$ cat src/rtl/multicycle_sequencer.sv
// Multi-cycle RV32I control FSM over a shared memory port.
// Optional ILLEGAL_TRAP_EN: illegal opcodes trap to ERROR instead of acting as NOP.
module multicycle_sequencer #(
   parameter int CNT_W      = 32,
   parameter int WAIT_LIMIT = 15
) (
   input  logic             clk,
   input  logic             reset,
   input  logic [6:0]       opcode,
   input  logic             zero,
   input  logic             mem_ready,
   output logic             mem_req,
   output logic             mem_we,
   output logic             i_or_d,
   output logic             ir_write,
   output logic             pc_write,
   output logic             pc_src,
   output logic [1:0]       alu_src_a,
   output logic [1:0]       alu_src_b,
   output logic [1:0]       alu_op,
   output logic             reg_write,
   output logic             mem_to_reg,
   output logic [2:0]       state,
   output logic             retire,
   output logic [CNT_W-1:0] instret,
   output logic             mem_err,
   output logic             illegal_trap
);

   localparam logic [2:0] FETCH  = 3'd0;
   localparam logic [2:0] DECODE = 3'd1;
   localparam logic [2:0] EXEC   = 3'd2;
   localparam logic [2:0] MEM    = 3'd3;
   localparam logic [2:0] WB     = 3'd4;
   localparam logic [2:0] ERROR  = 3'd5;

   localparam logic [2:0] C_R   = 3'd0;
   localparam logic [2:0] C_I   = 3'd1;
   localparam logic [2:0] C_LW  = 3'd2;
   localparam logic [2:0] C_SW  = 3'd3;
   localparam logic [2:0] C_BEQ = 3'd4;
   localparam logic [2:0] C_ILL = 3'd5;

   localparam logic [7:0] LIM = 8'(WAIT_LIMIT - 1);

   logic [2:0]       state_q;
   logic [2:0]       nxt;
   logic [2:0]       cls_q;
   logic [2:0]       cls_d;
   logic [7:0]       wait_q;
   logic [CNT_W-1:0] instret_q;
   logic             mem_err_q;
   logic             timeout;

   always_comb begin
      cls_d = C_ILL;
      unique case (1'b1)
         opcode == 7'b0110011: cls_d = C_R;
         opcode == 7'b0010011: cls_d = C_I;
         opcode == 7'b0000011: cls_d = C_LW;
         opcode == 7'b0100011: cls_d = C_SW;
         opcode == 7'b1100011: cls_d = C_BEQ;
         default:              cls_d = C_ILL;
      endcase
   end

   // Every control output is a decode of state_q/cls_q, zeroed under reset.
   always_comb begin
      nxt        = state_q;
      mem_req    = 1'b0;
      mem_we     = 1'b0;
      i_or_d     = 1'b0;
      ir_write   = 1'b0;
      pc_write   = 1'b0;
      pc_src     = 1'b0;
      alu_src_a  = 2'b00;
      alu_src_b  = 2'b00;
      alu_op     = 2'b00;
      reg_write  = 1'b0;
      mem_to_reg = 1'b0;
      retire     = 1'b0;
      timeout    = 1'b0;
      if (reset) begin
         case (state_q)
            FETCH: begin
               mem_req   = 1'b1;
               alu_src_b = 2'b01;
               if (mem_ready) begin
                  ir_write = 1'b1;
                  pc_write = 1'b1;
                  nxt      = DECODE;
               end
            end
            DECODE: begin
               alu_src_a = 2'b10;
               alu_src_b = 2'b10;
               if (cls_d != C_ILL) begin
                  nxt = EXEC;
               end else begin
`ifdef ILLEGAL_TRAP_EN
                  nxt = ERROR;
`else
                  retire = 1'b1;
                  nxt    = FETCH;
`endif
               end
            end
            EXEC: begin
               alu_src_a = 2'b01;
               case (cls_q)
                  C_R: begin
                     alu_op = 2'b10;
                     nxt    = WB;
                  end
                  C_I: begin
                     alu_src_b = 2'b10;
                     alu_op    = 2'b10;
                     nxt       = WB;
                  end
                  C_LW, C_SW: begin
                     alu_src_b = 2'b10;
                     nxt       = MEM;
                  end
                  C_BEQ: begin
                     alu_op   = 2'b01;
                     pc_src   = 1'b1;
                     pc_write = zero;
                     retire   = 1'b1;
                     nxt      = FETCH;
                  end
                  default: nxt = FETCH;
               endcase
            end
            MEM: begin
               mem_req = 1'b1;
               i_or_d  = 1'b1;
               mem_we  = (cls_q == C_SW);
               if (mem_ready) begin
                  if (cls_q == C_SW) begin
                     retire = 1'b1;
                     nxt    = FETCH;
                  end else begin
                     nxt = WB;
                  end
               end
            end
            WB: begin
               reg_write  = 1'b1;
               mem_to_reg = (cls_q == C_LW);
               retire     = 1'b1;
               nxt        = FETCH;
            end
            ERROR:   nxt = ERROR;
            default: nxt = FETCH;
         endcase
         timeout = mem_req && !mem_ready && (wait_q == LIM);
         if (timeout) nxt = ERROR;
      end
   end

   always_ff @(posedge clk) begin
      if (!reset) begin
         state_q   <= FETCH;
         cls_q     <= C_R;
         wait_q    <= 8'd0;
         instret_q <= '0;
         mem_err_q <= 1'b0;
      end else begin
         state_q <= nxt;
         if (state_q == DECODE) cls_q <= cls_d;
         if (mem_req && mem_ready) wait_q <= 8'd0;
         else if (mem_req) wait_q <= wait_q + 8'd1;
         instret_q <= instret_q + {{(CNT_W-1){1'b0}}, retire};
         if (timeout) mem_err_q <= 1'b1;
      end
   end

`ifdef ILLEGAL_TRAP_EN
   logic trap_q;

   always_ff @(posedge clk) begin
      if (!reset) trap_q <= 1'b0;
      else if (state_q == DECODE && cls_d == C_ILL) trap_q <= 1'b1;
   end

   assign illegal_trap = trap_q;
`else
   assign illegal_trap = 1'b0;
`endif

   assign state   = state_q;
   assign instret = instret_q;
   assign mem_err = mem_err_q;

endmodule

$ cat config.mk
export PLATFORM = sky130hd
export DESIGN_NAME = multicycle_sequencer
export DESIGN_NICKNAME = d
export VERILOG_FILES = /design/src/rtl/multicycle_sequencer.sv
export SDC_FILE = /design/constraint.sdc
export NUM_CORES = 1
export LEC_CHECK = 0
export CAP_MARGIN = 30
export CORE_ASPECT_RATIO = 0.8
export CORE_MARGIN = 2
export CORE_UTILIZATION = 52
export DETAILED_ROUTE_END_ITERATION = 12
export PLACE_DENSITY = 0.87
export SKIP_LAST_GASP = 1
export SLEW_MARGIN = 10
export SYNTH_ARGS = -nofsm -noshare
export SYNTH_HDL_FRONTEND = slang
export SYNTH_SLANG_ARGS = --single-unit
$ cat constraint.sdc
create_clock -name clk -period 4.6 [get_ports clk]
set_input_delay 0.69 -clock clk [delete_from_list [all_inputs] [get_ports clk]]
set_output_delay 0.69 -clock clk [all_outputs]
set_load 0.05 [all_outputs]
Yosys cells after proc, flatten, opt, wreduce, memory -nomap -nowiden
Cells that the tools add are included.

Add/subtract/negate cells: 2. Equality and inequality tests: 20. Muxes and demuxes: 42. Bitwise logic cells: 1. Reduce and logical (&&, ||, !) cells: 14.

Operators with widths (number): adder 32 x 1 -> 32 bit (1); one-hot mux 3 bit (5 select lines) (2); two-way mux 1 bit (24); equality test 7 x 6 -> 1 bit (second input constant) (2); equality test 3 x 2 -> 1 bit (second input constant) (4); two-way mux 2 bit (6); two-way mux 3 bit (4); OR reduction 2 bit (5); equality test 3 bit (second input constant) (3); inequality test 3 bit (second input constant) (3); adder 8 x 1 -> 8 bit (second input constant) (1); equality test 8 x 4 -> 1 bit (second input constant) (1); one-hot mux 2 bit (2 select lines) (2); equality test 7 x 2 -> 1 bit (second input constant) (1); equality test 7 x 5 -> 1 bit (second input constant) (1); equality test 7 bit (second input constant) (1); equality test 3 x 1 -> 1 bit (second input constant) (2); logical NOT 3 bit (2); one-hot mux 2 bit (3 select lines) (1); one-hot mux 3 bit (2 select lines) (1); inequality test 2 bit (second input constant) (2); one-hot mux 1 bit (4 select lines) (1); AND reduction 2 bit (2); logical AND 1 bit (3); other kinds (4) (4).

Register bits: 47. Input bits: 11. Output and inout port bits: 52. Word-level logic and storage cells: 85.

Longest topological paths before layout
Gate-level depths: netlist of the first run.

Depth after elaboration: 8. Depth in mapped cells: 12. Mapped depth without buffers: 10.

Worst setup path after synthesis of the first run
OpenSTA, ideal clock, no wires.

Kind: register -> register. Start point: reg state_q[1] (netlist: state[1]). End point: reg instret_q[16] (netlist: instret[16]). Library setup time: 0.070 ns. Arrival time: 3.582 ns. Required time: 4.530 ns. Setup slack: 0.947 ns. Stages on the path, launching flop included: 12. Path buffers: 2. Clock period less this slack: 3.653 ns. Cells stage by stage: dfxtp_1 -> clkbuf_1 -> nor2b_1 -> a221oi_1 -> nor2_1 -> ha_1 -> ha_1 -> and2_1 -> nand4_1 -> clkbuf_1 -> or4_1 -> a21oi_1.

Cells in the longest elaborated chain, start to end: 4. Elaborated cells between the ends (all ways): 7. Classes of those cells: add/sub: 1; eq/ne: 4; mux: 2.

RTL lines: start, declared (line 46) `logic [2:0] state_q;`; start signal, assigned (line 169) `state_q <= nxt;`; equality test 3 bit, or another cell as far along (line 84) `case (state_q)`; one-hot mux 1 bit (4 select lines) (*) (line 84); two-way mux 1 bit (*) (line 83) `if (reset) begin`; named net retire (line 24) `output logic retire,`; adder 32 x 1 -> 32 bit (*) (line 173) `instret_q <= instret_q + {{(CNT_W-1){1'b0}}, retire};`; end signal, assigned (line 173); end, declared (line 51) `logic [CNT_W-1:0] instret_q;`.

Mark *: on every way through the listed nets, which the timed path passes. The rest lies on a longest branch. A chain may end at the register's enable or synchronous reset.

Final worst setup path of the first run
Start point: in opcode[0]. End point: out retire.

Cells in the longest elaborated chain, start to end: 6. Elaborated cells between the ends (all ways): 10. Classes of those cells: eq/ne: 6; mux: 4.

RTL lines: start, declared (line 9) `input logic [6:0] opcode,`; equality test 7 bit, or another cell as far along (line 62) `opcode == 7'b1100011: cls_d = C_BEQ;`; one-hot mux 3 bit (5 select lines) (*) (line 57) `unique case (1'b1)`; inequality test 3 bit (*) (line 97) `if (cls_d != C_ILL) begin`; two-way mux 1 bit (*) (line 97); one-hot mux 1 bit (4 select lines) (*) (line 84); two-way mux 1 bit (*) (line 83); end, declared (line 24).

Mark *: on every way between the ends. The rest lies on a longest branch, timed or not.

==> results of run 1 <==
-- layout make-up --
class,instances,area (um^2)
repair buffers,62,618
well taps,60,75.1
fillers,359,1350
clock buffers,6,72.6
multi-input cells,226,1390
inverters,11,41.3
flip-flops and latches,47,941
clock inverters,2,60.1
-- through the flow --
| stage | std cells | utilization (%) | instance area [um^2] | hold WS (ns) |
|---|---|---|---|---|
| after global routing | 414 | 70.4 | 3200 | 0.514 |
| after floorplan | 297 | - | 2430 | 0.458 |
| after CTS | 414 | 70.4 | 3200 | 0.496 |
| after global placement | 406 | 67.4 | 3060 | 0.452 |
| after detailed placement | 406 | 67.4 | 3060 | 0.475 |
| final | 414 | 70.4 | 3200 | 0.489 |
-- registers in the layout (all words and copies together), names as in the netlist --
signal,count
cls_q,3
instret,32
mem_err,1
state,3
wait_q,8
-- power by group through the flow --
stage,registers [W],clock network [W],logic [W]
after floorplan,0.000432,0,0.0000543
after global placement,0.000429,0,0.0000856
after detailed placement,0.000429,0,0.0000868
after CTS,0.000420,0.000360,0.0000879
after global routing,0.000421,0.000378,0.0000942
final,0.000420,0.000354,0.0000876
-- worst max-delay path by stage --
stage               slack [ns]           to  cells after the start
floorplan                 0.95  instret[16]                     11
global placement          0.97       retire                      6
detailed placement        0.85       retire                      6
CTS                       0.85       retire                      6
global route              0.67       retire                      6
finish                    0.87       retire                      6
-- layer usage --
layer | share of wire [%] | track usage, % | vias to the layer above
li1 | - | - | 1197
met1 | 47 | 31.7 | 1096
met3 | 5.1 | 4.95 | 9
met4 | 1.8 | 7.84 | 0
met2 | 46 | 35.3 | 65
met5 | 0 | 0 | -
-- cell families after synthesis --
kind of cell    count (synthesis)  share of synthesized area [%]
simple gates                  144                           33.3
compound gates                 54                           13.2
flops                          47                           38.7
buf+inv                        24                           4.22
xor+xnor                       22                           7.93
fa+ha+maj                       4                           2.06
other cells                     1                          0.154
mux                             1                          0.412
-- placed cells by master, fill, tap and decap left out, drive strengths merged, types with 11 or more instances in the layout --
cell            n
or4            12
clkdlybuf4s50  61
nand4          13
xor2           12
nand2          17
nand3          15
nor2           29
a21oi          21
o21ai          13
dfxtp          47
or3            11
-- critical path, cell delays in order --
cell	delay, ns
clkdlybuf4s50_1	0.44
nor4bb_1	0.48
o21ai_0	0.25
a221oi_1	0.33
nor2_1	0.11
clkdlybuf4s50_1	0.73
==> reports/results.txt, run 1 <==
total congestion overflow: 0
critical path fanouts, max: 4
post-CTS setup buffer count: 0
Pleak: 1.04 nW
Slew HR: 63.8%
design internal power: 0.000662 W
outcome: completed
Area Growth Syn to Fin: 31.4%
Hold-fix buffers, CTS: 0
HPWL after detailed placement: 4.11 mm
Worst Path Arrival: 3.04 ns
Final Cycle Share: 81.2%
share of flip-flops with an asynchronous set or reset: 0%
post-synth net total: 312
hold_sp: instret[31]
FMAX: 268 MHz
final setup fails: 0
TritonCTS clock tree: yes
drt wl/cell: 13.7 um
ANT cells: 0
Starting Density: 53.5%
hold depth: 2
routed vias/inst: 5.72
antenna viol nets, final: 0
Comb power frac: 10.2%
Syn Inst Count: 297
Crit Reg-Reg Endpoint: instret[18]
CTS resizes: 0
setup ws final: 0.867 ns
Synth area leaders: dfxtp_1 (39%), nor2_1 (4.5%), a21oi_1 (4.3%)
Peak VDD IR: 0.174 mV
global-route wire length before repair: 9.45 mm
clock buffer depth: 2
die area: 5240 um^2
Clk pwr share: 41.1%
Min-Delay Endpoint: instret[31]
Worst Path Required: 3.91 ns
Horiz. Die Dim: 80.4 um
CP endpoint kind: output pin
via count: 2367
Setup TNS: 0 ns
Critical path origin: opcode[0]
Sw Share: 23.3%
Net Switching: 0.000201 W
All-Layer GR Usage: 22.8%
Cell variety after synth: 44
Post-Route WL: 5.67 mm
DRT Pass-1 Iters: 4
total CTS buffers: 5
pwr dens: 270 nW/um^2
most frequent cell after synthesis: dfxtp_1
initial antenna violation count: 0
Seq/Total Area, Yosys: 38.7%
commonest cells in the netlist: dfxtp_1 (47), nor2_1 (29), a21oi_1 (21)
Worst Skew: 0.00808 ns
clk_lat worst skew: 0.30 ns
port bufs: 61
synth warn: 0
# clock sinks: 47
mapped cell area: 2430 um^2
final net count: 368
RR Startpoint: state[0]
fin crit period: 3.73 ns
ys flop type: dfxtp_1
flops & latches, synth: 47
core area: 4540 um^2
CTS clock-pin slew for the worst setup and hold paths: 0.08 ns
Worst-Margin Slew: 0.543 ns
Die Y: 65.2 um
vias in the first global route: 2053
EDFF count, synth: 0
total power: 0.000862 W
RSZ-0062 raised after global routing: false
DRT iter0 DRCs: 124
largest net degree at the start of global routing: 34
routability congestion estimate: 0.819
clock root cell: clkbuf_8
reg2reg setup slack: 1.20 ns
Final Hold Viols: 0
max_cap viols: 0
drc violations: 0
FF-to-FF path depth: 10
top cell type's share of synthesized area: 38.7%
Hold Crit Class: reg2reg
H-tree depth: 2
I/O pin cnt: 63
post-place setup slack: 0.850 ns
share of layout cells above drive strength 1: 3.11%
Max Slew Vio Count: 0
Syn Area/Cell: 8.19 um^2
critical path class: in2out
Synth area leader: dfxtp_1
Worst setup SP type: primary input
sequential share of power: 48.7%
Cell Rows: 22
No activity file was read; power rests on OpenSTA's default activity.
==> run 2: changes to the inputs <==
--- a/config.mk
+++ b/config.mk
@@ -8,9 +8,9 @@
 export CAP_MARGIN = 30
 export CORE_ASPECT_RATIO = 0.8
 export CORE_MARGIN = 2
-export CORE_UTILIZATION = 52
+export CORE_UTILIZATION = 44
 export DETAILED_ROUTE_END_ITERATION = 12
-export PLACE_DENSITY = 0.87
+export PLACE_DENSITY = 0.79
 export SKIP_LAST_GASP = 1
 export SLEW_MARGIN = 10
 export SYNTH_ARGS = -nofsm -noshare
==> constraint.sdc (replaced) <==
create_clock -name clk -period 3.4 [get_ports clk]
set_input_delay 0.51 -clock clk [delete_from_list [all_inputs] [get_ports clk]]
set_output_delay 0.51 -clock clk [all_outputs]
set_load 0.05 [all_outputs]
==> reports/results.txt, run 2 (synthesized netlist as in run 1, its figures left out) <==
Worst Path Required: 3.64 ns (-0.27 ns)
Starting Density: 45.0% (-8.5 points)
FMAX: 325 MHz
Max Slew Vio Count: 0 (unchanged)
DRT Pass-1 Iters: 4 (unchanged)
via count: 2410 (+1.8%)
max_cap viols: 0 (unchanged)
CTS clock-pin slew for the worst setup and hold paths: 0.10 ns (+0.02 ns)
worst path bufs/invs: 0 (-2)
Worst Skew: 0.0102 ns (+0.00214 ns)
routed vias/inst: 5.60 (-2.0%)
vias in the first global route: 2274 (+11%)
outcome: completed
setup ws final: 0.321 ns (-0.546 ns)
filler cell count: 487 (+36%)
clock buffer depth: 2 (unchanged)
critical path class: reg2reg
CTS resizes: 0 (unchanged)
DRT iter0 DRCs: 171 (+38%)
fin crit period: 3.08 ns
Final Hold Viols: 0 (unchanged)
routability congestion estimate: 0.800 (-2.3%)
Final Cycle Share: 90.6%
Top delay family on crit path: simple AND/OR/NAND/NOR gates
Horiz. Die Dim: 87.1 um (+8.3%)
CP endpoint kind: flip-flop
clk_lat worst skew: 0.31 ns (about the same)
global-route wire length before repair: 10.1 mm (+6.8%)
Die Y: 70.5 um (+8.2%)
port bufs: 61 (unchanged)
CP max-delay cell: or4_1
Worst setup SP type: flip-flop
H-tree depth: 2 (unchanged)
clock root cell: clkbuf_8
final setup fails: 0 (unchanged)
Worst-Margin Slew: 0.525 ns (-0.0178 ns)
total CTS buffers: 5 (unchanged)
Worst Path Arrival: 3.32 ns (+0.28 ns)
Area Growth Syn to Fin: 33.7%
ANT cells: 0 (unchanged)
RSZ-0062 raised after global routing: false
most common cell after layout, fill and taps aside: clkdlybuf4s50_1
critical path fanouts, max: 8 (+4)
most used cell, CP: ha_1
most frequent cells in the layout: clkdlybuf4s50_1 (54), dfxtp_1 (47), nor2_1 (28), a21oi_1 (21)
crit-path cells: or3b_2 -> o22ai_1 -> a221oi_1 -> nor2_2 -> ha_1 -> ha_1 -> and2_1 -> nand3_1 -> or4_1 -> a21oi_1
antenna viol nets, final: 0 (unchanged)
share of layout cells above drive strength 1: 8.49% (+5.4 points)
CP max stage delay: 0.57 ns (-0.16 ns)
TritonCTS clock tree: yes
# clock sinks: 47 (unchanged)
final net count: 379 (+3.0%)
Slew HR: 64.9% (+1.1 points)
register area: 941 um^2 (unchanged)
Post-Route WL: 5.99 mm (+5.5%)
drc violations: 0 (unchanged)
largest net degree at the start of global routing: 34 (unchanged)
pwr dens: 320 nW/um^2 (+19%)
initial antenna violation count: 0 (unchanged)
Pleak: 1.10 nW (+5.4%)
max reg flops: 32 (unchanged)
Cell Rows: 24 (+9.1%)
All-Layer GR Usage: 20.3% (-2.5 points)
total congestion overflow: 0 (unchanged)
total power: 0.00104 W (+21%)
Peak VDD IR: 0.202 mV (+16%)
Hold Crit Class: reg2reg
die area: 6140 um^2 (+17%)
I/O pin cnt: 63 (unchanged)
drt wl/cell: 13.9 um (+1.6%)
HPWL after detailed placement: 4.34 mm (+5.5%)
footprint of the multi-input gates: 1390 um^2 (+0.18%)
core area: 5410 um^2 (+19%)
post-place setup slack: -0.0338 ns (-0.884 ns)
-- run 2: cell types whose count changed in the layout (fill, tap and decap cells not counted) --
| cell | change |
|---|---|
| bufinv_16 | -2 |
| clkbuf_1 | -1 |
| clkdlybuf4s50_1 | -7 |
| nor2_1 | -1 |
| buf_12 | +2 |
| nor2_2 | +1 |
| inv_6 | +1 |
| buf_4 | +16 |
| clkinv_2 | +2 |
-- run 2: final cells by class --
cell class | instances | share of cell area [%]
clock buffers | 5 | 2.12
clock inverters | 3 | 0.578
inverters | 11 | 1.27
multi-input cells | 226 | 42.8
flip-flops and latches | 47 | 29.0
well taps | 65 | 2.50
repair buffers | 73 | 21.8
-- run 2: per-stage QoR --
stage / util [%] / cell area (um^2) / TNS [ns] / hold WS, ns / std cells
3_5_place_dp: 58.2 / 3150 / -0.0338 / 0.482 / 420
6_report: 60.1 / 3250 / 0 / 0.490 / 430
4_1_cts: 59.8 / 3230 / 0 / 0.495 / 428
5_1_grt: 60.1 / 3250 / 0 / 0.531 / 430
3_3_place_gp: 58.2 / 3150 / 0 / 0.460 / 420
2_1_floorplan: - / 2430 / 0 / 0.458 / 297
-- run 2: layer usage --
metal / vias to the layer above / GRT usage (%) / part of all wire [%]
met5: - / 0 / 0
met4: 0 / 6.50 / 0.87
met3: 6 / 5.79 / 5.5
met2: 63 / 34.1 / 48
met1: 1124 / 25.0 / 46
li1: 1217 / - / -
-- run 2: path summary, 6_finish.rpt --
kind	endpoint	cells past startpoint	slack, ns	from
setup / recovery	instret[28]	10	0.32	cls_q[0]
hold / removal	instret[31]	2	0.49	instret[31]
setup reg to reg	instret[28]	10	0.32	cls_q[0]
hold reg to reg	instret[31]	2	0.49	instret[31]
-- run 2: timing repair --
item,CTS,global route
hold buffers,0,0
buffers inserted,0,2
setup endpoints to repair,0,3
-- run 2: power by group --
| part | leakage, nW | total (W) | internal, W | switching [W] |
|---|---|---|---|---|
| clock | 0.0483 | 0.000341 | 0.000145 | 0.000196 |
| sequential | 0.380 | 0.000565 | 0.000557 | 0.00000809 |
| combinational | 0.669 | 0.000135 | 0.0000531 | 0.0000816 |
-- run 2: worst reg2reg max path, delay by kind of cell (launching register included) --
family                     cells  cell delay (ns)
AOI/OAI and AO/OA              3             0.48
DFF                            1             0.37
adders and majority gates      2             0.43
and+or+nand+nor                5             1.72
